<file path="src/rtl/accum_controller.sv">
`default_nettype none
// ============================================================================
// Module      : accum_controller
// Description : Sequencer for a LEN-beat accumulate over a valid/ready stream
//               with sticky carry-out and a held valid/ready result port.
// Revision    : 1.0
// ============================================================================
module accum_controller #(
    parameter int WIDTH = 4,
    parameter int LEN_W = 4
) (
    input  logic             clk,
    input  logic             reset,
    input  logic             start,
    input  logic [LEN_W-1:0] len,
    output logic             busy,
    input  logic             in_valid,
    input  logic [WIDTH-1:0] in_data,
    output logic             in_ready,
    output logic             out_valid,
    output logic [WIDTH-1:0] out_data,
    output logic             out_ovf,
    input  logic             out_ready,
    output logic [LEN_W-1:0] beats
);

    localparam logic [1:0] S_IDLE  = 2'd0;
    localparam logic [1:0] S_ACCUM = 2'd1;
    localparam logic [1:0] S_DONE  = 2'd2;

    localparam logic [LEN_W-1:0] C_ONE = {{(LEN_W-1){1'b0}}, 1'b1};

    logic [1:0]       r_state;
    logic [1:0]       w_next;
    logic [WIDTH-1:0] r_acc;
    logic             r_ovf;
    logic [LEN_W-1:0] r_beats;
    logic [LEN_W-1:0] r_remaining;
    logic [WIDTH:0]   w_sum;
    logic             w_fire;
    logic             w_last;

    assign w_fire = (r_state == S_ACCUM) && in_valid;
    assign w_last = w_fire && (r_remaining == C_ONE);
    assign w_sum  = {1'b0, r_acc} + {1'b0, in_data};

    always_ff @(posedge clk or posedge reset) begin
        if (reset) begin
            r_state <= S_IDLE;
        end else begin
            r_state <= w_next;
        end
    end

    always_comb begin
        w_next = r_state;
        case (r_state)
            S_IDLE: begin
                if (start) begin
                    w_next = (len == '0) ? S_DONE : S_ACCUM;
                end
            end
            S_ACCUM: begin
                if (w_last) begin
                    w_next = S_DONE;
                end
            end
            S_DONE: begin
                if (out_ready) begin
                    w_next = S_IDLE;
                end
            end
            default: w_next = S_IDLE;
        endcase
    end

    always_comb begin
        busy      = 1'b0;
        in_ready  = 1'b0;
        out_valid = 1'b0;
        case (r_state)
            S_ACCUM: begin
                busy     = 1'b1;
                in_ready = 1'b1;
            end
            S_DONE: begin
                busy      = 1'b1;
                out_valid = 1'b1;
            end
            default: ;
        endcase
    end

    // Accumulator state survives the return to IDLE until the next start clears it.
    always_ff @(posedge clk or posedge reset) begin
        if (reset) begin
            r_acc       <= '0;
            r_ovf       <= 1'b0;
            r_beats     <= '0;
            r_remaining <= '0;
        end else if ((r_state == S_IDLE) && start) begin
            r_acc       <= '0;
            r_ovf       <= 1'b0;
            r_beats     <= '0;
            r_remaining <= len;
        end else if (w_fire) begin
            r_acc       <= w_sum[WIDTH-1:0];
            r_ovf       <= r_ovf | w_sum[WIDTH];
            r_beats     <= r_beats + C_ONE;
            r_remaining <= r_remaining - C_ONE;
        end
    end

    assign out_data = r_acc;
    assign out_ovf  = r_ovf;
    assign beats    = r_beats;

endmodule
`default_nettype wire

</file>
<file path="config.mk">
export PLATFORM = sky130hd
export DESIGN_NAME = accum_controller
export DESIGN_NICKNAME = d
export VERILOG_FILES = /design/src/rtl/accum_controller.sv
export SDC_FILE = /design/constraint.sdc
export NUM_CORES = 1
export LEC_CHECK = 0
export CAP_MARGIN = 20
export CORE_MARGIN = 3
export CORE_UTILIZATION = 42
export DETAILED_ROUTE_END_ITERATION = 6
export GPL_TIMING_DRIVEN = 0
export PLACE_DENSITY = 0.85
export SLEW_MARGIN = 20
export SYNTH_ARGS = -nofsm -noshare
export SYNTH_HDL_FRONTEND = slang
export SYNTH_SLANG_ARGS = --single-unit
</file>
<file path="constraint.sdc">
create_clock -name clk -period 1.3 [get_ports clk]
set_input_delay 0.195 -clock clk [delete_from_list [all_inputs] [get_ports clk]]
set_output_delay 0.195 -clock clk [all_outputs]
set_load 0.05 [all_outputs]
</file>
# After elaboration in Yosys (flattened, before gate mapping)
# Cells that the tools add are included.
[totals] reg_bits=15 elab_cells=39 output_inout_bits=12
[classes] bitwise_logic=1 n_eq_ne=6 reduce_logical=8 n_addsub=3 muxes=16
[ops] operator="$mux W4" count=6
[ops] operator="$mux W2" count=4
[ops] operator="$ne A2 B2 Y1 const B" count=3
[ops] operator="$pmux W2 S3" count=1
[ops] operator="$add A4 B4 Y5" count=1
[ops] operator="$mux W1" count=5
[ops] operator="$add A4 B1 Y4 const B" count=1
[ops] operator="$eq A4 B1 Y1 const B" count=1
[ops] operator="$logic_not A4 Y1" count=1
[ops] operator="$sub A4 B1 Y4 const B" count=1
[ops] operator="$logic_and A1 B1 Y1" count=3
[ops] operator="$reduce_and A3 Y1" count=1
[ops] operator="$eq A2 B1 Y1 const B" count=1
[ops] operator="$eq A2 B2 Y1 const B" count=1
[ops] operator="$logic_not A2 Y1" count=1
[ops] operator="$reduce_bool A2 Y1" count=1
[ops] operator="$reduce_or A2 Y1" count=1
[ops] operator="$or A1 B1 Y1" count=1

# Depth between registers and ports, before layout
# Gate-level depths: netlist (run 1).
[logic_depth] ltp_word=5 mapped_depth=6 depth_no_buf=5

# Least setup slack after synthesis (run 1)
# No wires, ideal clock.
[synth_path] kind="reg2reg" startpoint="reg r_state[1]" endpoint="reg r_remaining[3]" setup_ns=0.082 period_less_slack_ns=1.859 arrival_ns=1.777 path_buffers=0 required_ns=1.218 slack_ns=-0.559 stages_incl_launch_ff=6 cell_sequence="dfrtp_1 -> inv_1 -> ha_1 -> nand2_1 -> or3_1 -> a31oi_1"
[synth_via] elab_chain_cells=3 elab_cells_between_ends=6
[synth_rtl] element="start: declaration" line_no="33" source="logic [1:0] r_state;"
[synth_rtl] element="start signal: assignment" line_no="51" source="r_state <= w_next;"
[synth_rtl] element="$eq A2 B1 Y1 / $logic_not A2 Y1 (equally long branches)" line_no="43, 101"
[synth_rtl] element="$logic_and A1 B1 Y1, on equally long branches" line_no="43, 101"
[synth_rtl] element="$reduce_bool A2 Y1 (no line) / $mux W4 (equally long branches)"
[synth_rtl] element="end signal: assignment" line_no="105" source="r_remaining <= len;"
[synth_rtl] element="end signal: assignment" line_no="110" source="r_remaining <= r_remaining - C_ONE;"
[synth_rtl] element="end: declaration" line_no="38" source="logic [LEN_W-1:0] r_remaining;"
# Parallel ways exist; a longest one is shown, timed or not.
# A chain may end at the register's enable or synchronous reset.

# Worst setup path after layout (run 1)
[layout_path] startpoint="reg r_acc[0], in the netlist out_data[0]" endpoint="reg r_acc[2], in the netlist out_data[2]"
[layout_via] elab_chain_cells=3
[layout_rtl] element="start: declaration" line_no="35" source="logic [WIDTH-1:0] r_acc;"
[layout_rtl] element="start signal: assignment" line_no="107" source="r_acc <= w_sum[WIDTH-1:0];"
[layout_rtl] element="$add A4 B4 Y5" line_no="45" source="assign w_sum = {1'b0, r_acc} + {1'b0, in_data};"
[layout_rtl] element="$mux W4" line_no="106" source="end else if (w_fire) begin"
[layout_rtl] element="$mux W4" line_no="101" source="end else if ((r_state == S_IDLE) && start) begin"
# No other way between the ends. The select of a mux whose other input is x is not followed.

==> qor.yml, run 1 <==
run_status:
  status: "finished, violations left"
  violations: "negative setup slack"
power_and_ir_drop:
  power_density_mw_per_mm2: 2420
  vdd_drop_max_mv: 2.19
  p_comb_share_pct: 70.4
  power_mw: 3.76
  switching_share_pct: 46.2
  p_leak_nw: 0.670
  clkPwrFrac_pct: 7.3
  seq_power_share_pct: 22.4
  power.net_switching_mw: 1.74
  internal_power_mw: 2.02
clock_tree:
  cts_tree: "built"
  cts_root_buf: "clkbuf_4"
  hold_buffers: 0
  clock-sinks: 15
  cts_max_level: 1
  cts_buffers: 3
  clk_pin_slew_ns: 0.10
  cts_buffer_depth: 2
  clock_latency_ns: 0.28
global_routing:
  met3_usage_pct: 4.56
  grt_max_degree: 16
  grt_pass1_wl_um: 3650
  antenna_found_initial: 0
  grt-ovfl-total: 0
  grt_util_all_layers_pct: 18.3
  use_met1_pct: 19.1
  busiest_layer: "met2"
  first_global_vias: 834
  grtUsageMet2_pct: 36.0
timing:
  max_freq_mhz: 709
  maxSlewViolCount: 0
  period_minus_slack_ns: 1.41
  finalSetupTns_ns: -0.754
  rsz0062_at_grt: "yes"
  finClkSkew_ns: 0.00548
  slew-limit-headroom_pct: 61.1
  hold_violations: 0
  setup_viol: 14
  holdWs_ns: 0.268
  worstMarginPinSlew_ns: 0.583
  fin_crit_sh_pct: 109
  fin_ws_ns: -0.111
min_path:
  hold_class: "input port to asynchronous set/reset pin"
logic_synthesis:
  ys_async_sr_fraction_pct: 100
  yosys_warnings: 0
  ys_types: 27
  syn-num-nets: 119
  synth-main-ff-cell: "dfrtp_1"
  synth_seq_area_share_pct: 41.8
  synth-edff-count: 0
  synth_area_per_cell_um2: 9.46
  syn_area_um2: 898
  ys_ff_latch: 15
  netlist_instances: 95
setup_path:
  cp-start-kind: "register"
  crit_fanout: 3
  critical-path-max-stage-delay_ns: 0.45
  arrival_ns: 1.60
  crit_required_ns: 1.49
  cp_top_family: "adder cells"
  crit_slowest_cell: "dfrtp_2"
  critical_path_buf_inv_count: 0
  crit_chain: "ha_4, fa_2, xnor2_1, a211oi_1"
  end_kind: "register"
  crit_type: "register to register"
detailed_routing:
  wl_um: 2460
  post_drt_wl_per_cell_um: 15.2
  drt_iter0_drc: 13
  drtAntennaViolNets: 0
  drc: 0
  vias: 874
  via_per_inst: 5.40
  drtPass1Iterations: 4
finish:
  fillers: 126
  areaGrowthSynthToFinish_pct: 72.7
  drive_gt1_share_pct: 51.1
  layout_commonest_cell: "clkdlybuf4s50_1"
  diodes: 0
  nNetsFinal: 160
  layout_common_cells: "12 x clkdlybuf4s50_1, 10 x nand2_1, 9 x buf_4"
floorplanning:
  die-height_um: 52.3
  rows: 16
  start_util_pct: 44.9
  ioPinCount: 25
  die_w_um: 52.3
  core_mm2: 0.00200
  die_area_mm2: 0.00273
place:
  place_hpwl_um: 1550
  place.gp.congestion: 0.769
  port_buffers: 24
  pre_cts_ws_ns: -0.448
run:
  max-cap-violations: 0
## synth_stat cells, types with 2 or more instances
master    instances  share of area [%]
o21ai_0           7                3.9
inv_1             5                2.1
ha_1             10                 14
dfrtp_1          15                 42
a211oi_1          3                2.5
nor2b_1           2                1.4
and2_1            2                1.4
or3_1             3                2.1
nand3_1           5                2.8
nand2_1          14                5.8
xnor2_1           3                2.9
xor2_1            2                2.0
a21oi_1           7                3.9
nor2_1            4                1.7
## power by group through the flow
stage | logic, mW | registers [mW] | clock network, mW
after floorplan | 1.11 | 1.13 | 0
after global placement | 1.83 | 0.844 | 0
after detailed placement | 1.87 | 0.858 | 0
after CTS | 2.25 | 0.827 | 0.271
after global routing | 2.82 | 0.865 | 0.297
final | 2.65 | 0.840 | 0.273
## registers in the layout, indices dropped and copies added, names as in the netlist
name and flops:
out_ovf 1, out_data 4, r_remaining 4, r_state 2, beats 4
## cells by family (layout without fill, tap and decap cells)
| family | Yosys count | count (layout) | share of synthesized area, % |
|---|---|---|---|
| DFF | 15 | 15 | 41.8 |
| muxes | 1 | 1 | 1.11 |
| buffers and inverters | 7 | 47 | 3.06 |
| adders and majority gates | 11 | 11 | 16.2 |
| AOI/OAI and AO/OA | 20 | 20 | 12.8 |
| xor gates and xnor gates | 5 | 5 | 4.88 |
| and+or+nand+nor | 36 | 36 | 20.2 |
## cell type report
cell class / instances / area (um^2) / area share (%)
clock buffers: 3 / 22.5 / 1.45
plain buffers: 2 / 26.3 / 1.69
flip-flops and latches: 15 / 384 / 24.8
clock inverters: 1 / 5.00 / 0.323
multi-input cells: 73 / 692 / 44.6
inverters: 5 / 18.8 / 1.21
repair buffers: 36 / 369 / 23.8
well taps: 27 / 33.8 / 2.18
## repair_timing
action | in CTS | in global routing
setup endpoints to repair | 26 | 19
resized for setup | 61 | 29
setup buffers | 8 | 3
cloned | 0 | 1
pin swaps | 6 | 8
## metal layers
metal,wire length [um],share of wire [%],vias to the layer above
li1,-,-,411
met1,985,40,432
met2,1320,54,27
met3,140,5.7,4
met4,13,0.53,0
met5,0,0,-
## metrics by stage
step	area (um^2)	std cells	util, %
after CTS	1420	158	70.8
after floorplan	990	95	-
after detailed placement	1260	146	63.1
after global placement	1260	146	63.1
final	1550	162	77.5
after global routing	1550	162	77.5
## worst paths after layout
check	slack, ns	to	start	depth (start not counted)
worst max-delay path	-0.11	out_data[2]	out_data[0]	4
max in group asynchronous	0.61	out_data[2]	reset	2
worst max register to register	-0.11	out_data[2]	out_data[0]	4
min in group clk	0.47	r_remaining[1]	len[1]	3
worst min register to register	0.56	out_ovf	out_ovf	2
worst min-delay path	0.27	r_state[1]	reset	2
Note: power is estimated with default switching activity, not from simulation.
==> inputs of run 2 (changes only) <==
- clock period: 1.3 -> 1.2 ns (I/O delays scaled with it)
==> qor.yml, run 2 (synthesized netlist as in run 1, its figures left out) <==
power_and_ir_drop:
  vdd_drop_max_mv: 1.85
  switching_share_pct: 46.9
  internal_power_mw: 2.10
  power_density_mw_per_mm2: 2660
  clkPwrFrac_pct: 7.6
  p_leak_nw: 0.660
  power_mw: 3.96
  seq_power_share_pct: 23.6
  power.net_switching_mw: 1.86
  p_comb_share_pct: 68.9
timing:
  setup_viol: 18
  rsz0062_at_grt: "yes"
  fin_crit_sh_pct: 120
  maxSlewViolCount: 0
  period_minus_slack_ns: 1.44
  max_freq_mhz: 696
  finClkSkew_ns: 0.00378
  finalSetupTns_ns: -2.97
  hold_violations: 0
  slew-limit-headroom_pct: 61.1
  fin_ws_ns: -0.237
  worstMarginPinSlew_ns: 0.583
finish:
  diodes: 0
  layout_common_cells: "12 x clkdlybuf4s50_1, 10 x nand2_1, 8 x dfrtp_1"
  layout_commonest_cell: "clkdlybuf4s50_1"
  drive_gt1_share_pct: 48.5
  areaGrowthSynthToFinish_pct: 66.0
  nNetsFinal: 157
  final_cell_count_no_fill: 159
  fin_util_pct: 74.5
setup_path:
  arrival_ns: 1.65
  endpoint: "r_state[0]"
  end_kind: "register"
  ff2ff_path_depth: 5
  crit_fanout: 3
  crit_required_ns: 1.41
  crit_type: "register to register"
  reg2reg_slack_ns: -0.24
  r2r_end: "r_state[0]"
  cp-start-kind: "register"
  r2r-start: "r_remaining[1]"
  crit_start: "r_remaining[1]"
place:
  port_buffers: 24
  place_hpwl_um: 1520
  dp_cells: 146
  place.gp.congestion: 0.714
detailed_routing:
  via_per_inst: 5.38
  drc: 0
  drtPass1Iterations: 4
  drtAntennaViolNets: 0
  vias: 856
  drt_iter0_drc: 4
  wl_um: 2420
  post_drt_wl_per_cell_um: 15.2
global_routing:
  first_global_vias: 835
  antenna_found_initial: 0
  grt_pass1_wl_um: 3570
  grt_util_all_layers_pct: 17.5
  grt-ovfl-total: 0
  met3_usage_pct: 2.56
  busiest_layer: "met2"
  use_met1_pct: 22.3
  grt_max_degree: 16
  grtUsageMet2_pct: 29.5
floorplanning:
  ioPinCount: 25
  rows: 16
  die_w_um: 52.3
  start_util_pct: 44.9
  core_mm2: 0.00200
  die_area_mm2: 0.00273
  die-height_um: 52.3
clock_tree:
  cts_root_buf: "clkbuf_4"
  clock_latency_ns: 0.29
  cts_tree: "built"
  cts_max_level: 1
  cts_buffer_depth: 2
  hold_buffers: 0
  clock-sinks: 15
  cts_buffers: 3
  clk_pin_slew_ns: 0.09
min_path:
  hold_class: "input port to asynchronous set/reset pin"
run_status:
  violations: "negative setup slack"
  status: "finished, violations left"
run:
  max-cap-violations: 0
## run 2: per-layer routing
metal	share of wire [%]	vias to the layer above	wire, um
met5	0	-	0
met4	2.6	0	63
met3	5.2	7	125
met2	50	28	1220
met1	42	415	1010
li1	-	406	-
## run 2: cell type report
class	count	area, um^2
multi-input combinational	73	682
timing repair buffer	33	319
fill	138	510
buffer	2	27.5
clock buffer	4	26.3
inverter	5	18.8
tap	27	33.8
sequential	15	384
## run 2: through the flow
step	setup WS (ns)	cell area [um^2]	hold WS, ns
after floorplan	-0.253	995	0.0810
after global placement	-0.539	1270	0.533
after detailed placement	-0.546	1270	0.552
after CTS	-0.213	1350	0.261
after global routing	-0.301	1490	0.289
final	-0.237	1490	0.239
## run 2: power by group through the flow
stage	combinational (mW)	sequential, mW	clock [mW]
2_1_floorplan	1.23	1.23	0
3_3_place_gp	2.01	0.916	0
3_5_place_dp	2.06	0.933	0
4_1_cts	2.30	0.910	0.305
5_1_grt	2.94	0.961	0.322
6_report	2.73	0.934	0.300
## run 2: how the worst min path moves through the flow
stage	startpoint	to	slack, ns	cells past startpoint
after floorplan	reset	beats[3]	0.08	1
after global placement	beats[3]	beats[3]	0.53	2
after detailed placement	beats[2]	beats[2]	0.55	2
after CTS	reset	r_remaining[1]	0.26	2
after global routing	reset	out_ovf	0.29	2
final	reset	r_remaining[1]	0.24	2
## run 2: repair_timing
action,in CTS,in global routing
setup endpoints to repair,27,20
pin swaps,4,7
resized for setup,79,25
cloned,0,1
setup buffers,7,1
## run 2: critical path, cell delays in order (launching register included)
cell and delay (ns):
dfrtp_1 0.42, inv_2 0.09, ha_4 0.13, nand4bb_1 0.16
a211oi_4 0.32, mux2i_1 0.24
